**config.mk**
```make
export PLATFORM = sky130hd
export DESIGN_NAME = mem_access_ctrl
export DESIGN_NICKNAME = d
export VERILOG_FILES = /design/src/rtl/mem_access_pkg.sv /design/src/rtl/mem_lane_align.sv /design/src/rtl/mem_access_ctrl.sv
export SDC_FILE = /design/constraint.sdc
export NUM_CORES = 1
export LEC_CHECK = 0
export CAP_MARGIN = 20
export CORE_ASPECT_RATIO = 0.5
export CORE_UTILIZATION = 35
export CTS_BUF_LIST = sky130_fd_sc_hd__clkbuf_16
export DETAILED_ROUTE_END_ITERATION = 10
export DONT_BUFFER_PORTS = 1
export SLEW_MARGIN = 10
export SYNTH_ARGS = -nofsm -noshare
export SYNTH_HDL_FRONTEND = slang
export SYNTH_SLANG_ARGS = --single-unit
```
**constraint.sdc**
```tcl
create_clock -name clk -period 3.3 [get_ports clk]
set_input_delay 0.66 -clock clk [delete_from_list [all_inputs] [get_ports clk]]
set_output_delay 0.66 -clock clk [all_outputs]
set_load 0.005 [all_outputs]
```
**src/rtl/mem_access_pkg.sv**
```systemverilog
// Shared encodings for the load/store front end: access sizes and controller states.
package mem_access_pkg;

  localparam logic [1:0] SZ_BYTE = 2'd0;
  localparam logic [1:0] SZ_HALF = 2'd1;
  localparam logic [1:0] SZ_WORD = 2'd2;
  localparam logic [1:0] SZ_ILL  = 2'd3;

  typedef enum logic [2:0] {
    IDLE,
    RD,
    CAP,
    WR,
    RESP
  } state_e;

endpackage

```
**src/rtl/mem_lane_align.sv**
```systemverilog
// Little-endian lane handling: extracts/extends a load lane and merges store
// data into an existing memory word.
module mem_lane_align
  import mem_access_pkg::*;
(
  input  logic [31:0] word_i,
  input  logic [1:0]  off_i,
  input  logic [1:0]  size_i,
  input  logic        signed_i,
  input  logic [31:0] wdata_i,
  output logic [31:0] load_o,
  output logic [31:0] merge_o
);

  logic [7:0]  byte_v;
  logic [15:0] half_v;

  always_comb begin
    byte_v  = word_i[{off_i, 3'b000} +: 8];
    half_v  = off_i[1] ? word_i[31:16] : word_i[15:0];
    load_o  = word_i;
    merge_o = wdata_i;
    case (size_i)
      SZ_BYTE: begin
        load_o  = {{24{signed_i & byte_v[7]}}, byte_v};
        merge_o = word_i;
        merge_o[{off_i, 3'b000} +: 8] = wdata_i[7:0];
      end
      SZ_HALF: begin
        load_o  = {{16{signed_i & half_v[15]}}, half_v};
        merge_o = word_i;
        merge_o[{off_i[1], 4'b0000} +: 16] = wdata_i[15:0];
      end
      default: begin
        load_o  = word_i;
        merge_o = wdata_i;
      end
    endcase
  end

endmodule

```
**src/rtl/mem_access_ctrl.sv**
```systemverilog
// Byte-addressed load/store front end for a word-only memory; sub-word stores
// are done as read-modify-write, one request outstanding at a time.
module mem_access_ctrl
  import mem_access_pkg::*;
#(
  parameter int unsigned SIZE = 32
) (
  input  logic        clk,
  input  logic        reset,
  input  logic        req_valid,
  output logic        req_ready,
  input  logic        req_we,
  input  logic [1:0]  req_size,
  input  logic        req_signed,
  input  logic [31:0] req_addr,
  input  logic [31:0] req_wdata,
  output logic        rsp_valid,
  input  logic        rsp_ready,
  output logic [31:0] rsp_rdata,
  output logic        rsp_err,
  output logic [31:0] mem_address,
  output logic [31:0] mem_data,
  output logic        mem_memW,
  output logic        mem_memR,
  input  logic [31:0] mem_readData
);

  state_e      state_q, state_d;
  logic        ready_q, ready_d;
  logic [31:0] addr_q, addr_d;
  logic [31:0] data_q, data_d;
  logic [31:0] rdata_q, rdata_d;
  logic        err_q, err_d;

  logic        we_q;
  logic [1:0]  size_q;
  logic        signed_q;
  logic [1:0]  off_q;
  logic [31:0] wdata_q;

  logic        accept;
  logic        req_err;
  logic        ld_req;
  logic [31:0] load_val;
  logic [31:0] merge_val;

  assign accept  = req_valid && ready_q;
  assign req_err = (req_size == SZ_ILL)
                || ((req_size == SZ_HALF) && req_addr[0])
                || ((req_size == SZ_WORD) && (req_addr[1:0] != 2'b00))
                || ({2'b00, req_addr[31:2]} > 32'(SIZE - 1));

  mem_lane_align u_align (
    .word_i   (mem_readData),
    .off_i    (off_q),
    .size_i   (size_q),
    .signed_i (signed_q),
    .wdata_i  (wdata_q),
    .load_o   (load_val),
    .merge_o  (merge_val)
  );

  always_comb begin
    state_d = state_q;
    addr_d  = addr_q;
    data_d  = data_q;
    rdata_d = rdata_q;
    err_d   = err_q;
    ld_req  = 1'b0;
    case (state_q)
      IDLE: begin
        if (accept) begin
          ld_req  = 1'b1;
          addr_d  = {2'b00, req_addr[31:2]};
          rdata_d = '0;
          err_d   = req_err;
          if (req_we) data_d = req_wdata;
          if (req_err)                           state_d = RESP;
          else if (req_we && req_size == SZ_WORD) state_d = WR;
          else                                    state_d = RD;
        end
      end
      RD:  state_d = CAP;
      CAP: begin
        if (we_q) begin
          data_d  = merge_val;
          state_d = WR;
        end else begin
          rdata_d = load_val;
          state_d = RESP;
        end
      end
      WR:   state_d = RESP;
      RESP: if (rsp_ready) state_d = IDLE;
      default: state_d = IDLE;
    endcase
    ready_d = (state_d == IDLE);
  end

  // ready is registered so it stays low while reset is held and for no longer
  always_ff @(posedge clk or negedge reset) begin
    if (!reset) begin
      state_q <= IDLE;
      ready_q <= 1'b0;
      addr_q  <= '0;
      data_q  <= '0;
      rdata_q <= '0;
      err_q   <= 1'b0;
    end else begin
      state_q <= state_d;
      ready_q <= ready_d;
      addr_q  <= addr_d;
      data_q  <= data_d;
      rdata_q <= rdata_d;
      err_q   <= err_d;
    end
  end

  always_ff @(posedge clk) begin
    if (ld_req) begin
      we_q     <= req_we;
      size_q   <= req_size;
      signed_q <= req_signed;
      off_q    <= req_addr[1:0];
      wdata_q  <= req_wdata;
    end
  end

  assign req_ready   = ready_q;
  assign rsp_valid   = (state_q == RESP);
  assign rsp_rdata   = rdata_q;
  assign rsp_err     = err_q;
  assign mem_address = addr_q;
  assign mem_data    = data_q;
  assign mem_memR    = (state_q == RD);
  assign mem_memW    = (state_q == WR);

endmodule

```
# Word level (Yosys, flattened, before mapping)

Cells that the tools add are included.

Add/subtract/negate cells: 2
$lt $le $gt $ge: 1
Equal/unequal tests: 12
Shifts and indexed selects: 5
Multiplexer cells: 20
Bitwise gates (word level): 2
Reductions and logical operators: 15

Operators with widths:

| operator                | number |
|---|---|
| $pmux 32 s2             | 4 |
| $mux 32                 | 5 |
| $bwmux 32               | 2 |
| $shift 16x7->32 const A | 1 |
| $shift 8x7->32 const A  | 1 |
| $shiftx 16x7->32        | 1 |
| $shiftx 32x6->8         | 1 |
| $shiftx 8x7->32         | 1 |
| $gt 30x5->1 const B     | 1 |
| $mux 16                 | 1 |
| $pmux 3 s5              | 1 |
| $neg 5->7               | 2 |
| $mux 3                  | 4 |
| $ne 2x2->1 const B      | 4 |
| $eq 3x2->1 const B      | 2 |
| $logic_not 3->1         | 2 |
| $eq 2x1->1 const B      | 2 |
| $eq 2x2->1 const B      | 2 |
| $logic_and 1x1->1       | 4 |
| $reduce_and 4->1        | 1 |
| $reduce_bool 2->1       | 2 |
| $eq 3x1->1 const B      | 1 |
| $eq 3x3->1 const B      | 1 |
| $logic_or 1x1->1        | 3 |
| 6 further kinds         | 8 |

Register bits after elaboration: 137
Output and inout bits: 101

# Longest topological paths before layout

Depth in word-level cells: 9
Mapped depth: 9
Depth with buffers taken out: 6

# By module

A second synthesis with hierarchy kept.

Cells, all modules: 607
Area total of the unflattened synthesis: 7173.1 µm²

Modules (own cells, without submodules):

| module          | times used | cells an instance | area an instance (µm²) |
|---|---|---|---|
| mem_access_ctrl | 1          | 321               | 5415.2 |
| mem_lane_align  | 1          | 286               | 1757.9 |

# Worst setup path before layout

OpenSTA, ideal clock, no wires.

Path type: input to register
From: input req_valid
To: register off_q[0] (enable)
Data arrival time: 2.574 ns
Data required time: 2.883 ns
Slack: 0.309 ns
Stages: 5
Path buffers: 2
Cells stage by stage: nand2_1 > or4_1 > clkbuf_1 > inv_2 > clkbuf_1

Cells in the longest elaborated chain, start to end: 3

RTL lines:

| item                 | RTL line               | source |
|---|---|---|
| start, declared      | mem_access_ctrl.sv:10  | `input logic req_valid,` |
| $logic_and 1x1->1    | mem_access_ctrl.sv:47  | `assign accept = req_valid && ready_q;` |
| $mux 1               | mem_access_ctrl.sv:72  | `if (accept) begin` |
| $mux 1               | mem_access_ctrl.sv:70  | `case (state_q)` |
| named net ld_req     | mem_access_ctrl.sv:43  | `logic ld_req;` |
| end signal, assigned | mem_access_ctrl.sv:124 | `off_q <= req_addr[1:0];` |
| end, declared        | mem_access_ctrl.sv:38  | `logic [1:0] off_q;` |

The timed path passes the listed nets, and every way through them passes these cells.
A chain may end at the register's enable or synchronous reset.

# Worst setup path after layout

From: register size_q[0]
To: register data_q[14], in the netlist mem_data[14]

Cells in the longest elaborated chain, start to end: 4
Elaborated cells on any way between the ends: 5
Classes of those cells: 1 x eq/ne; 3 x mux; 1 x reduce/logical

RTL lines:

| item                                                 | RTL line               | source |
|---|---|---|
| start, declared                                      | mem_access_ctrl.sv:36  | `logic [1:0] size_q;` |
| start signal, assigned                               | mem_access_ctrl.sv:122 | `size_q <= req_size;` |
| $eq 2x1->1 / $logic_not 2->1 (equally long branches) | mem_lane_align.sv:23   | `case (size_i)` |
| $pmux 32 s2 (*)                                      | mem_lane_align.sv:23   |  |
| $mux 32 (*)                                          | mem_access_ctrl.sv:85  | `if (we_q) begin` |
| $pmux 32 s2 (*)                                      | mem_access_ctrl.sv:70  |  |
| end signal, assigned                                 | mem_access_ctrl.sv:113 | `data_q <= data_d;` |
| end, declared                                        | mem_access_ctrl.sv:31  | `logic [31:0] data_q, data_d;` |

Every way passes the cells marked *; elsewhere a longest branch is shown, timed or not. The select of a mux whose other input is x is not followed.

==> flow_metrics.env <==
export IMPL_min_period_ns=2.627
export IMPL_crit_arrival_ns=2.96
export IMPL_synth_async_reset_ratio_pct=72.26
export IMPL_max_freq_mhz=380.6
export IMPL_first_iter_violations=514
export IMPL_cts_repair_resized=0
export IMPL_gp_congestion=0.8786
export IMPL_grt_max_degree=100
export IMPL_synth_avg_cell_area_sq_um=10.69
export IMPL_antenna_found_initial=0
export IMPL_slew_headroom_pct=26.08
export IMPL_initial_core_util_pct=36.20
export IMPL_synth_top_area_share_pct=36.68
export IMPL_synth_ff_type="dfrtp_1"
export IMPL_critPathMaxFanout=28
export IMPL_grtUsageTotal_pct=22.52
export IMPL_ir_drop_uv=409.3
export IMPL_portBuffers=0
export IMPL_worstSetupPathType="register to register"
export IMPL_clk_latency_ns=0.42
export IMPL_dpl_hpwl_microns=15440
export IMPL_fin_crit_sh_pct=79.61
export IMPL_syn_area_sq_mm=0.006754
export IMPL_fin_setup_tns_ns=0
export IMPL_whs_ns=0.1609
export IMPL_slew_viol_final=0
export IMPL_fillers=1808
export IMPL_cts_tree="built"
export IMPL_clkSinkCount=137
export IMPL_crit_slowest_cell="edfxtp_1"
export IMPL_ys_types=58
export IMPL_multi_input_area_sq_mm=0.002858
export IMPL_num_io_pins=205
export IMPL_synth_area_top_cells="dfrtp_1, edfxtp_1, a221o_1"
export IMPL_worstSetupEndpointType="register"
export IMPL_overflow=0
export IMPL_cp_num_buf_inv=0
export IMPL_core_area_sq_mm=0.01866
export IMPL_hold_violations=0
export IMPL_rsz0062_at_grt="false"
export IMPL_crit_chain="and2b_1 -> nor3_1 -> a222oi_1 -> a21oi_1"
export IMPL_register_area_sq_mm=0.003618
export IMPL_grt_pass1_vias=5242
export IMPL_status="complete, no violations"
export IMPL_syn_instance_count=632
export IMPL_die_w_microns=198.5
export IMPL_vias=5256
export IMPL_clkSlewWorstSetupHoldPaths_ns=0.07
export IMPL_cts_buffers=17
export IMPL_seq_area_frac_synth_pct=53.58
export IMPL_critPathMaxStageDelay_ns=0.95
export IMPL_die_h_microns=100.2
export IMPL_startpoint_type="register"
export IMPL_mostFrequentLayoutCells="nand2_1, dfrtp_1, nor2_1"
export IMPL_n_antenna_cell=0
export IMPL_cellPowerDensity_mw_per_mm2=756.4
export IMPL_holdCritPathClass="input port to async pin"
export IMPL_rows=35
export IMPL_critPathTopFamily="simple AND/OR/NAND/NOR gates"
export IMPL_stdcell_count=886
export IMPL_ant_nets=0
export IMPL_wire_per_inst_microns=24.86
export IMPL_clockBufferDepth=2
export IMPL_leakage_nw=3.164
export IMPL_yosysTopAreaCell="dfrtp_1"
export IMPL_dp_cells=853
export IMPL_synth_seq_cells=137
export IMPL_syn_to_final_growth_pct=12.15
export IMPL_layout_drive_gt1_share_pct=10.69
export IMPL_nNetsFinal=723
export IMPL_synth_edff_count=38
export IMPL_cts_root_buf="clkbuf_16"
export IMPL_cts_htree_levels=4
export IMPL_setup_viol=0
export IMPL_avgViaCountPerCell=5.932
export IMPL_post_route_drc_count=0
export IMPL_drt_pass1_iterations=5
export IMPL_worstMarginPinSlew_ns=1.100
export IMPL_grt_first_pass_wirelength_microns=32920
export IMPL_ys_warn_count=0
export IMPL_required_ns=3.64
export IMPL_cap_viol_max_count=0
export IMPL_postCtsSetupRepairBufs=0
export IMPL_final_common_cell="nand2_1"
export IMPL_drt_total_wl_microns=22020
export IMPL_die_area_sq_mm=0.01989
export IMPL_clock_skew_ns=0.01325
synth_stat cells (all sizes together) (8+ instances only):
| cell | count |
|---|---|
| a221o | 47 |
| a221oi | 8 |
| dfrtp | 99 |
| o21ai | 9 |
| o2bb2ai | 9 |
| mux2i | 19 |
| nand2 | 115 |
| a211o | 9 |
| clkbuf | 30 |
| buf | 21 |
| nand3 | 8 |
| a211oi | 8 |
| nor2 | 66 |
| o31ai | 16 |
| a22o | 15 |
| inv | 12 |
| o22ai | 8 |
| a21oi | 21 |
| edfxtp | 38 |
worst register-to-register path, delay by kind of cell (launching register included):
| kind | cells | cell delay [ns] |
|---|---|---|
| AND/OR/NAND/NOR | 2 | 1.14 |
| AO/OA/AOI/OAI | 2 | 0.46 |
| flip-flops | 1 | 0.95 |
layout make-up:
class | instances | share of cell area [%]
sequential | 137 | 47.77
multi-input combinational | 432 | 37.73
clock buffer | 17 | 5.616
tap | 259 | 4.278
clock inverter | 15 | 2.412
timing repair buffer | 13 | 1.553
inverter | 13 | 0.6442
where the power goes:
part           total, mW  internal, mW  switching, mW
clock network       2.00          1.25          0.748
logic               1.03         0.406          0.622
registers           2.70          2.24          0.461
sequential cells by signal, summed over array words and instances, names as in the netlist, 2 cells and up:
| name | flops |
|---|---|
| wdata_q | 32 |
| mem_address | 30 |
| size_q | 2 |
| off_q | 2 |
| state_q | 3 |
| rsp_rdata | 32 |
| mem_data | 32 |
logic make-up (layout without fill, tap and decap cells):
group,count (synthesis),count (layout),synth area share (%)
other,1,2,0.05552
adder cells (fa/ha/maj),5,5,0.9263
AND/OR/NAND/NOR,230,230,15.36
flip-flops,137,137,53.58
buffers and inverters,64,58,4.335
AO/OA/AOI/OAI,167,167,20.27
multiplexers,28,28,5.483
stage by stage:
step / utilization, % / total power, mW / worst slack, ns / cell area [sq um]
finish: 40.60 / 5.729 / 0.6729 / 7575
global route: 40.60 / 6.027 / 0.5375 / 7575
CTS: 40.60 / 5.768 / 0.7829 / 7575
detailed placement: 37.20 / 3.721 / 0.7925 / 6939
global placement: 37.20 / 3.694 / 0.8144 / 6939
floorplan: - / 3.382 / 0.3085 / 6758
routing by layer:
layer  part of all wire, %  vias up  track usage (%)  wire length [microns]
met3                    10       38            7.964                   2221
met5                     0        -                0                      0
met2                    45      293            33.50                   9851
met4                   2.3        0            8.462                    503
met1                    43     2601            30.16                   9445
li1                      -     2324                -                      -
path summary, 6_finish.rpt:
path                                 from              to  slack (ns)  cells after the start
setup / recovery                size_q[0]    mem_data[14]        0.67                      4
min in group clk            req_wdata[20]     wdata_q[20]        0.33                      0
setup reg to reg                size_q[0]    mem_data[14]        0.67                      4
hold / removal                      reset   rsp_rdata[21]        0.16                      1
hold reg to reg            mem_address[7]  mem_address[7]        0.50                      2
max in group asynchronous           reset    mem_data[26]        2.69                      1
repair_timing:
action,CTS,global route
hold buffers,1,0
endpoints found under the setup margin,0,0
hold endpoints to repair,99,0
No activity file was read; power rests on OpenSTA's default activity.
